[config.mk]
export PLATFORM = sky130hd
export DESIGN_NAME = multicycle_controller
export DESIGN_NICKNAME = d
export VERILOG_FILES = /design/src/rtl/multicycle_controller.sv
export SDC_FILE = /design/constraint.sdc
export NUM_CORES = 1
export LEC_CHECK = 0
export ABC_CLOCK_PERIOD_IN_PS = 2500
export CAP_MARGIN = 20
export CORE_MARGIN = 2
export CORE_UTILIZATION = 36
export CTS_CLUSTER_SIZE = 12
export DETAILED_ROUTE_END_ITERATION = 7
export MAX_ROUTING_LAYER = met4
export PLACE_DENSITY_LB_ADDON = 0.12
export SKIP_CTS_REPAIR_TIMING = 1
export SLEW_MARGIN = 20
export SYNTH_ARGS = -nofsm -noshare
export SYNTH_HDL_FRONTEND = slang
export SYNTH_SLANG_ARGS = --single-unit
[constraint.sdc]
create_clock -name clk -period 2.5 [get_ports clk]
set_input_delay 0.75 -clock clk [delete_from_list [all_inputs] [get_ports clk]]
set_output_delay 0.75 -clock clk [all_outputs]
set_load 0.01 [all_outputs]
[src/rtl/multicycle_controller.sv]
// Control FSM for the multicycle MIPS datapath: sequences fetch/decode/execute/memory/writeback
// over a shared ALU and unified memory, stalling on mem_ready and trapping illegal opcodes.
module multicycle_controller #(
  parameter bit ILLEGAL_HALT = 1'b1
) (
  input  logic       clk,
  input  logic       reset,
  input  logic [5:0] op,
  input  logic [5:0] funct,
  input  logic       zero,
  input  logic       mem_ready,
  output logic       mem_req,
  output logic       iord,
  output logic       mem_write,
  output logic       ir_write,
  output logic       pc_en,
  output logic       reg_dst,
  output logic       mem_to_reg,
  output logic       reg_write,
  output logic       alu_src_a,
  output logic [1:0] alu_src_b,
  output logic [1:0] pc_src,
  output logic [2:0] alu_ctrl_sig,
  output logic       halted
);

  localparam logic [5:0] OP_R    = 6'b000000;
  localparam logic [5:0] OP_LW   = 6'b100011;
  localparam logic [5:0] OP_SW   = 6'b101011;
  localparam logic [5:0] OP_BEQ  = 6'b000100;
  localparam logic [5:0] OP_ADDI = 6'b001000;
  localparam logic [5:0] OP_J    = 6'b000010;

  typedef enum logic [3:0] {
    S_FETCH, S_DECODE, S_MEMADR, S_MEMRD, S_MEMWB, S_MEMWR, S_EXEC,
    S_ALUWB, S_BEQ, S_ADDIEX, S_ADDIWB, S_JUMP, S_HALT
  } state_t;

  // Per-state Moore controls; fetch/branch are qualified by mem_ready/zero at the outputs.
  typedef struct packed {
    logic       mem_req;
    logic       iord;
    logic       mem_write;
    logic       fetch;
    logic       pc_write;
    logic       branch;
    logic       reg_dst;
    logic       mem_to_reg;
    logic       reg_write;
    logic       alu_src_a;
    logic [1:0] alu_src_b;
    logic [1:0] pc_src;
    logic [1:0] alu_op;
    logic       halted;
  } ctl_t;

  state_t state;
  ctl_t   ctl;
  logic   is_lw;

  function automatic state_t next_state(state_t s, logic [5:0] o, logic lw, logic rdy);
    state_t n;
    n = S_FETCH;
    case (s)
      S_FETCH:  n = rdy ? S_DECODE : S_FETCH;
      S_DECODE: begin
        case (o)
          OP_LW, OP_SW: n = S_MEMADR;
          OP_R:         n = S_EXEC;
          OP_BEQ:       n = S_BEQ;
          OP_ADDI:      n = S_ADDIEX;
          OP_J:         n = S_JUMP;
          default:      n = ILLEGAL_HALT ? S_HALT : S_FETCH;
        endcase
      end
      S_MEMADR: n = lw ? S_MEMRD : S_MEMWR;
      S_MEMRD:  n = rdy ? S_MEMWB : S_MEMRD;
      S_MEMWR:  n = rdy ? S_FETCH : S_MEMWR;
      S_EXEC:   n = S_ALUWB;
      S_ADDIEX: n = S_ADDIWB;
      S_HALT:   n = S_HALT;
      default:  n = S_FETCH;
    endcase
    return n;
  endfunction

  function automatic ctl_t state_ctl(state_t s);
    ctl_t c;
    c = '0;
    case (s)
      S_FETCH:  begin c.mem_req = 1'b1; c.fetch = 1'b1; c.alu_src_b = 2'b01; end
      S_DECODE: c.alu_src_b = 2'b11;
      S_MEMADR: begin c.alu_src_a = 1'b1; c.alu_src_b = 2'b10; end
      S_MEMRD:  begin c.mem_req = 1'b1; c.iord = 1'b1; end
      S_MEMWB:  begin c.mem_to_reg = 1'b1; c.reg_write = 1'b1; end
      S_MEMWR:  begin c.mem_req = 1'b1; c.iord = 1'b1; c.mem_write = 1'b1; end
      S_EXEC:   begin c.alu_src_a = 1'b1; c.alu_op = 2'b10; end
      S_ALUWB:  begin c.reg_dst = 1'b1; c.reg_write = 1'b1; end
      S_BEQ:    begin
        c.alu_src_a = 1'b1; c.alu_op = 2'b01; c.pc_src = 2'b01; c.branch = 1'b1;
      end
      S_ADDIEX: begin c.alu_src_a = 1'b1; c.alu_src_b = 2'b10; end
      S_ADDIWB: c.reg_write = 1'b1;
      S_JUMP:   begin c.pc_src = 2'b10; c.pc_write = 1'b1; end
      S_HALT:   c.halted = 1'b1;
      default:  c = '0;
    endcase
    return c;
  endfunction

  // Controls are registered alongside the state they belong to.
  always_ff @(posedge clk) begin
    if (reset) begin
      state <= S_FETCH;
      ctl   <= state_ctl(S_FETCH);
      is_lw <= 1'b0;
    end else begin
      state <= next_state(state, op, is_lw, mem_ready);
      ctl   <= state_ctl(next_state(state, op, is_lw, mem_ready));
      if (state == S_DECODE) is_lw <= (op == OP_LW);
    end
  end

  always_comb begin
    alu_ctrl_sig = 3'b010;
    case (ctl.alu_op)
      2'b00: alu_ctrl_sig = 3'b010;
      2'b01: alu_ctrl_sig = 3'b110;
      default: begin
        case (funct)
          6'b100010: alu_ctrl_sig = 3'b110;
          6'b100100: alu_ctrl_sig = 3'b000;
          6'b100101: alu_ctrl_sig = 3'b001;
          6'b101010: alu_ctrl_sig = 3'b111;
          default:   alu_ctrl_sig = 3'b010;
        endcase
      end
    endcase
  end

  // Reset suppresses every side effect in the cycle it is asserted.
  assign mem_req    = ctl.mem_req & ~reset;
  assign mem_write  = ctl.mem_write & ~reset;
  assign ir_write   = ctl.fetch & mem_ready & ~reset;
  assign pc_en      = ~reset & ((ctl.fetch & mem_ready) | ctl.pc_write | (ctl.branch & zero));
  assign reg_write  = ctl.reg_write & ~reset;
  assign halted     = ctl.halted & ~reset;
  assign iord       = ctl.iord;
  assign reg_dst    = ctl.reg_dst;
  assign mem_to_reg = ctl.mem_to_reg;
  assign alu_src_a  = ctl.alu_src_a;
  assign alu_src_b  = ctl.alu_src_b;
  assign pc_src     = ctl.pc_src;

endmodule

==> metrics, run 1 <==
VDD IR max 318 uV; crit start category primary input; Clock transition at path regs 110 ps; post-DP HPWL 1960 um; nets 190; worst path cell trace clkdlybuf4s50_1 > or4_4 > a2111oi_4 > or3_4 > inv_1 > o32a_1 > nor2_1; max_slew headroom 76.2%; master of the slowest instance on the critical path or4_4; Clock Skew 3.18 ps; endpoints failing setup 0; synth warn 0; Worst EP required 2750 ps; worst-margin pin slew around 360 ps; first-pass GRT wire length 4460 um; Initial Utilization 37.7%; CTS tree yes; period utilisation layout between 90 and 100%; GRT Resource Usage Total 17.7%; initial antenna violation count 0; gr ovfl total 0; register area share after synthesis between 30 and 40%; flops & latches, synth 20; FILL cells 233; crit path max fanout 5; core area 2730 um2; Detail Route Antenna Nets 0; Buf+Inv Stages, Crit Path 2; largest net degree at the start of global routing 13; H-tree depth 1; clk_lat worst skew just over 300 ps; chip height 57.5 um; drt via density 5.21; total CTS buffers 3; met3 wire len 185 um; Layout Utilization 60.9%; pre-CTS setup slack -522 ps; Synth cell types 38; vias in the first global route 1010; drt pass-1 iters 4; Setup TNS 0 ps; Most flops, register ctl; # IOs 33; CTS Root Buffer Type clkbuf_4; Post-Syn Nets 138; DR iter-0 viols 19; setup ws final about 52 ps; Critical Path Sink Type flip-flop; Std-Cell Rows 19; Final GP Congestion 0.791; final hold violation count 0; crit path DAT 2700 ps; Max Used Layer met4; Gate Count Post-Synth 122; DRT met1 WL 1240 um; FF-to-FF setup slack 300 ps; final-report max-slew violation count 0; Power Dens Cells around 470 nW/um2; Mean Syn Cell Area around 8.5 um2; antenna cells 0; share of layout cells above drive strength 1 a little over a quarter; clock sink total 20; Routed met2 length 1230 um; synth-to-layout area growth 61.4%; final worst path period need 2450 ps; max reg flops 7; outcome complete, no violations; delay-heaviest family, CP simple AND/OR/NAND/NOR gates; clock buffer depth 2; leak pwr 0.805 nW; RSZ-0062 raised after global routing no; vias 1062; max_cap viols 0; Hold Crit Class reg2reg; post-route DRC violation count 0; Die ar. about 3300 um2; worst setup path category in2reg; drt wl/cell 13.2 um; Largest stage delay, worst path 570 ps; input/output buffers 32; highest clock rate 408 MHz; fin cells 204; biggest registers after layout ctl (7), state (4); placed cells roughly 200; Syn Std Cell Area 1030 um2; final wirelength around 2700 um; die width 57.5 um; total power a little under 800 uW
[layout by cell type, fill, tap and decap left out, types with 2 or more instances in the layout]
| cell type | synthesis | routed |
|---|---|---|
| mux2_2 | 2 | 2 |
| dfxtp_1 | 20 | 20 |
| inv_1 | 5 | 4 |
| nor3b_4 | 0 | 2 |
| xnor2_1 | 3 | 3 |
| clkbuf_2 | 0 | 2 |
| o21ai_0 | 7 | 6 |
| nand3_1 | 3 | 2 |
| dlymetal6s2s_1 | 0 | 15 |
| clkdlybuf4s50_1 | 0 | 14 |
| nor2b_1 | 7 | 7 |
| nor3_1 | 9 | 9 |
| nand2b_1 | 4 | 4 |
| or3_4 | 0 | 2 |
| clkbuf_4 | 0 | 3 |
| and3_1 | 3 | 2 |
| a21oi_1 | 6 | 6 |
| nor2_1 | 10 | 10 |
| nand2_1 | 5 | 5 |
| o21ai_1 | 1 | 2 |
| buf_4 | 6 | 25 |
[worst reg2reg max path: cells and delay by family (launching register included)]
family,cells,cell delay (ps)
XOR/XNOR,1,60
buffers and inverters,1,160
AO/OA/AOI/OAI,3,820
AND/OR/NAND/NOR,2,690
flip-flops,1,430
[cells in the mapped netlist (all sizes together)]
library cell | number | area share [%]
o21ai | 8 | 3.9
a2111oi | 2 | 1.7
and3 | 3 | 1.8
o211ai | 2 | 1.9
nor3b | 3 | 2.2
o2bb2ai | 1 | 0.85
buf | 8 | 5.3
o21bai | 1 | 0.73
dfxtp | 20 | 39
inv | 5 | 1.8
o211a | 1 | 0.97
o31a | 1 | 0.85
and2b | 1 | 0.73
a2111o | 1 | 1.1
a21oi | 6 | 2.9
nand2 | 5 | 1.8
xnor2 | 3 | 2.5
nand3 | 3 | 1.5
and4 | 1 | 0.85
a21boi | 1 | 0.73
mux2 | 2 | 2.2
nor4b | 1 | 0.85
or3 | 3 | 1.8
or4 | 2 | 1.5
or2 | 1 | 0.61
nor2 | 10 | 3.6
a22oi | 1 | 0.73
nor3 | 9 | 4.4
nand2b | 4 | 2.4
or4b | 1 | 1.3
nor2b | 7 | 4.2
nand3b | 1 | 0.73
o32a | 1 | 0.97
clkbuf | 2 | 0.73
o221ai | 1 | 0.85
[per-stage QoR]
stage | cell area (um2) | hold slack [ps]
final | 1660 | 546
after CTS | 1560 | 542
after floorplan | 1030 | 475
after global placement | 1510 | 516
after global routing | 1660 | 564
after detailed placement | 1510 | 520
[power by group]
part	internal (mW)	total (mW)	switching (mW)	leakage [nW]
sequential	0.333	0.341	0.00737	0.163
clock	0.162	0.266	0.104	0.0279
combinational	0.0985	0.176	0.0776	0.614
total	0.594	0.783	0.189	0.805
[routing by layer]
metal | track usage, % | up-vias
met5 | - | -
met4 | 6.31 | 0
met3 | 3.63 | 4
met2 | 26.9 | 32
met1 | 23.1 | 490
li1 | - | 536
[kinds of logic after synthesis]
group | count (synthesis) | synth area share (%)
buffers and inverters | 15 | 7.89
XOR/XNOR | 3 | 2.55
AND/OR/NAND/NOR | 55 | 30.3
flip-flops | 20 | 38.8
AO/OA/AOI/OAI | 27 | 18.2
multiplexers | 2 | 2.18
[final timing paths]
path | from | to | cells past startpoint
setup / recovery | op[1] | ctl[8] | 7
hold / removal | is_lw | is_lw | 2
setup reg to reg | state[3] | ctl[8] | 7
hold reg to reg | is_lw | is_lw | 2
[layout make-up]
type	count	area [um2]	share of cell area, %
Timing Repair Buffer	57	531	31.9
Inverter	5	18.8	1.13
Tap cell	31	38.8	2.33
Sequential cell	20	400	24.1
Clock inverter	1	30.0	1.80
Clock buffer	3	22.5	1.35
Multi-Input combinational cell	87	623	37.4
(Power assumes the default switching activity.)
==> run 2, diff against run 1 <==
--- a/config.mk
+++ b/config.mk
@@ -13,3 +13,2 @@
 export DETAILED_ROUTE_END_ITERATION = 7
-export MAX_ROUTING_LAYER = met4
 export PLACE_DENSITY_LB_ADDON = 0.12
--- a/constraint.sdc
+++ b/constraint.sdc
@@ -3,2 +3,2 @@
 set_output_delay 0.75 -clock clk [all_outputs]
-set_load 0.01 [all_outputs]
+set_load 0.1 [all_outputs]
==> metrics, run 2 (synthesis gave the netlist of run 1 again) <==
# IOs 33 (unchanged); die width 57.5 um (unchanged); RSZ-0062 raised after global routing no; endpoints failing setup 0 (unchanged); total power 885 uW (+13%); outcome complete, no violations; vias in the first global route 1054 (+4.4%); worst setup path end pc_en; CTS Root Buffer Type clkbuf_4; first-pass GRT wire length 4460 um (-0.16%); max_cap viols 0 (unchanged); share of layout cells above drive strength 1 42.6% (+15 points); Clock transition at path regs 110 ps (about the same); leak pwr 0.845 nW (+4.9%); FILL cells 217 (-6.9%); largest net degree at the start of global routing 15 (+2); FF-to-FF setup slack 230 ps (-70 ps); CTS tree yes; Hold Crit Class reg2reg; Clock Skew 12.1 ps (+8.92 ps); final worst path period need 2400 ps (-47.9 ps); fin cells 207 (+1.5%); clock buffer depth 2 (unchanged); VDD IR max 432 uV (+36%); clk_lat worst skew 310 ps (about the same); clock sink total 20 (unchanged); Layout Utilization 66.7% (+5.8 points); Power Dens Cells 485 nW/um2 (+3.2%); synth-to-layout area growth 76.8%; Die ar. 3310 um2 (unchanged); RR Startpoint state[3]; final-report max-slew violation count 0 (unchanged); Initial Utilization 37.7% (unchanged); highest clock rate 417 MHz (+2.0%); worst hold stages 2 (unchanged); Detail Route Antenna Nets 0 (unchanged); post-route DRC violation count 0 (unchanged); Largest stage delay, worst path 400 ps (-170 ps); worst path cell trace clkdlybuf4s50_1 > a21oi_1 > o21bai_4 > buf_12; initial antenna violation count 0 (unchanged); Std-Cell Rows 19 (unchanged); vias 1104 (+4.0%); most frequent cells in the layout buf_4, dfxtp_1, dlymetal6s2s_1; Most flops, register ctl; placed cells 201 (+1.0%); master of the slowest instance on the critical path clkdlybuf4s50_1; DR iter-0 viols 37 (+18); Worst EP required 1750 ps (-1000 ps); crit path max fanout 1 (-4); max reg flops 7 (unchanged); drt pass-1 iters 5 (+1); final hold slack 527 ps (-18.7 ps); worst-margin pin slew 519 ps (+162 ps); nets 193 (+1.6%); setup ws final 99.8 ps (+47.9 ps); max_slew headroom 64.5% (-12 points); worst setup path category in2out; period utilisation layout 96.0% (-1.9 points); post-DP HPWL 1920 um (-2.1%); final wirelength 2840 um (+5.7%); Worst R2R End ctl[8]; most common cell after layout, fill and taps aside buf_4; gr ovfl total 0 (unchanged); core area 2730 um2 (unchanged); pre-CTS setup slack -393 ps (+129 ps); H-tree depth 1 (unchanged); final hold violation count 0 (unchanged); CP startpoint zero; total CTS buffers 3 (unchanged); biggest registers after layout ctl (7), state (4); drt via density 5.33 (+2.4%); input/output buffers 32 (unchanged); drt wl/cell 13.7 um (+4.2%); antenna cells 0 (unchanged); Final GP Congestion 0.785 (-0.75%); chip height 57.5 um (unchanged); crit path DAT 1650 ps (-1050 ps); GRT Resource Usage Total 16.6% (-1.0 points); Critical Path Sink Type primary output; crit start category primary input; worst r2r path cells 7 (unchanged)
-- run 2: cell types whose count changed in the layout (fill, tap and decap cells not counted), sizes merged --
| cell | before | now |
|---|---|---|
| buf | 26 | 45 |
| clkbuf | 5 | 3 |
| dlymetal6s2s | 15 | 12 |
| clkdlybuf4s50 | 14 | 3 |
-- run 2: layer usage --
layer | vias up | GRT usage [%] | part of all wire (%) | wire length [um]
met5 | - | 0 | 0 | 0
met4 | 0 | 4.98 | 1.5 | 44
met3 | 6 | 3.85 | 6.8 | 192
met2 | 42 | 27.3 | 50 | 1430
met1 | 512 | 21.7 | 41 | 1170
li1 | 544 | - | - | -
-- run 2: critical path: cells and delay by family --
| family | cells | cell delay [ps] |
|---|---|---|
| AOI/OAI and AO/OA | 2 | 330 |
| buffers and inverters | 2 | 570 |
-- run 2: final cells by class --
class	instances	area (um2)	share of cell area [%]
Multi-Input combinational cell	87	682	37.4
Clock buffer	3	22.5	1.24
Timing Repair Buffer	60	631	34.6
Sequential cell	20	400	22.0
Tap cell	31	38.8	2.13
Clock inverter	1	30.0	1.65
Inverter	5	18.8	1.03
-- run 2: how the worst min path moves through the flow --
stage          startpoint    end  slack (ps)
2_1_floorplan       is_lw  is_lw         470
3_3_place_gp        is_lw  is_lw         510
3_5_place_dp        is_lw  is_lw         500
4_1_cts             is_lw  is_lw         530
5_1_grt             is_lw  is_lw         560
6_report            is_lw  is_lw         530
-- run 2: per-stage QoR --
step / setup TNS (ps) / cell area, um2
floorplan: -1290 / 1050
global placement: -5070 / 1610
detailed placement: -5250 / 1610
CTS: -1150 / 1670
global route: 0 / 1820
finish: 0 / 1820
-- run 2: power breakdown --
part	switching (mW)	internal (mW)	leakage (nW)
sequential	0.00728	0.333	0.163
combinational	0.163	0.117	0.654
clock	0.102	0.162	0.0279
total	0.273	0.612	0.845
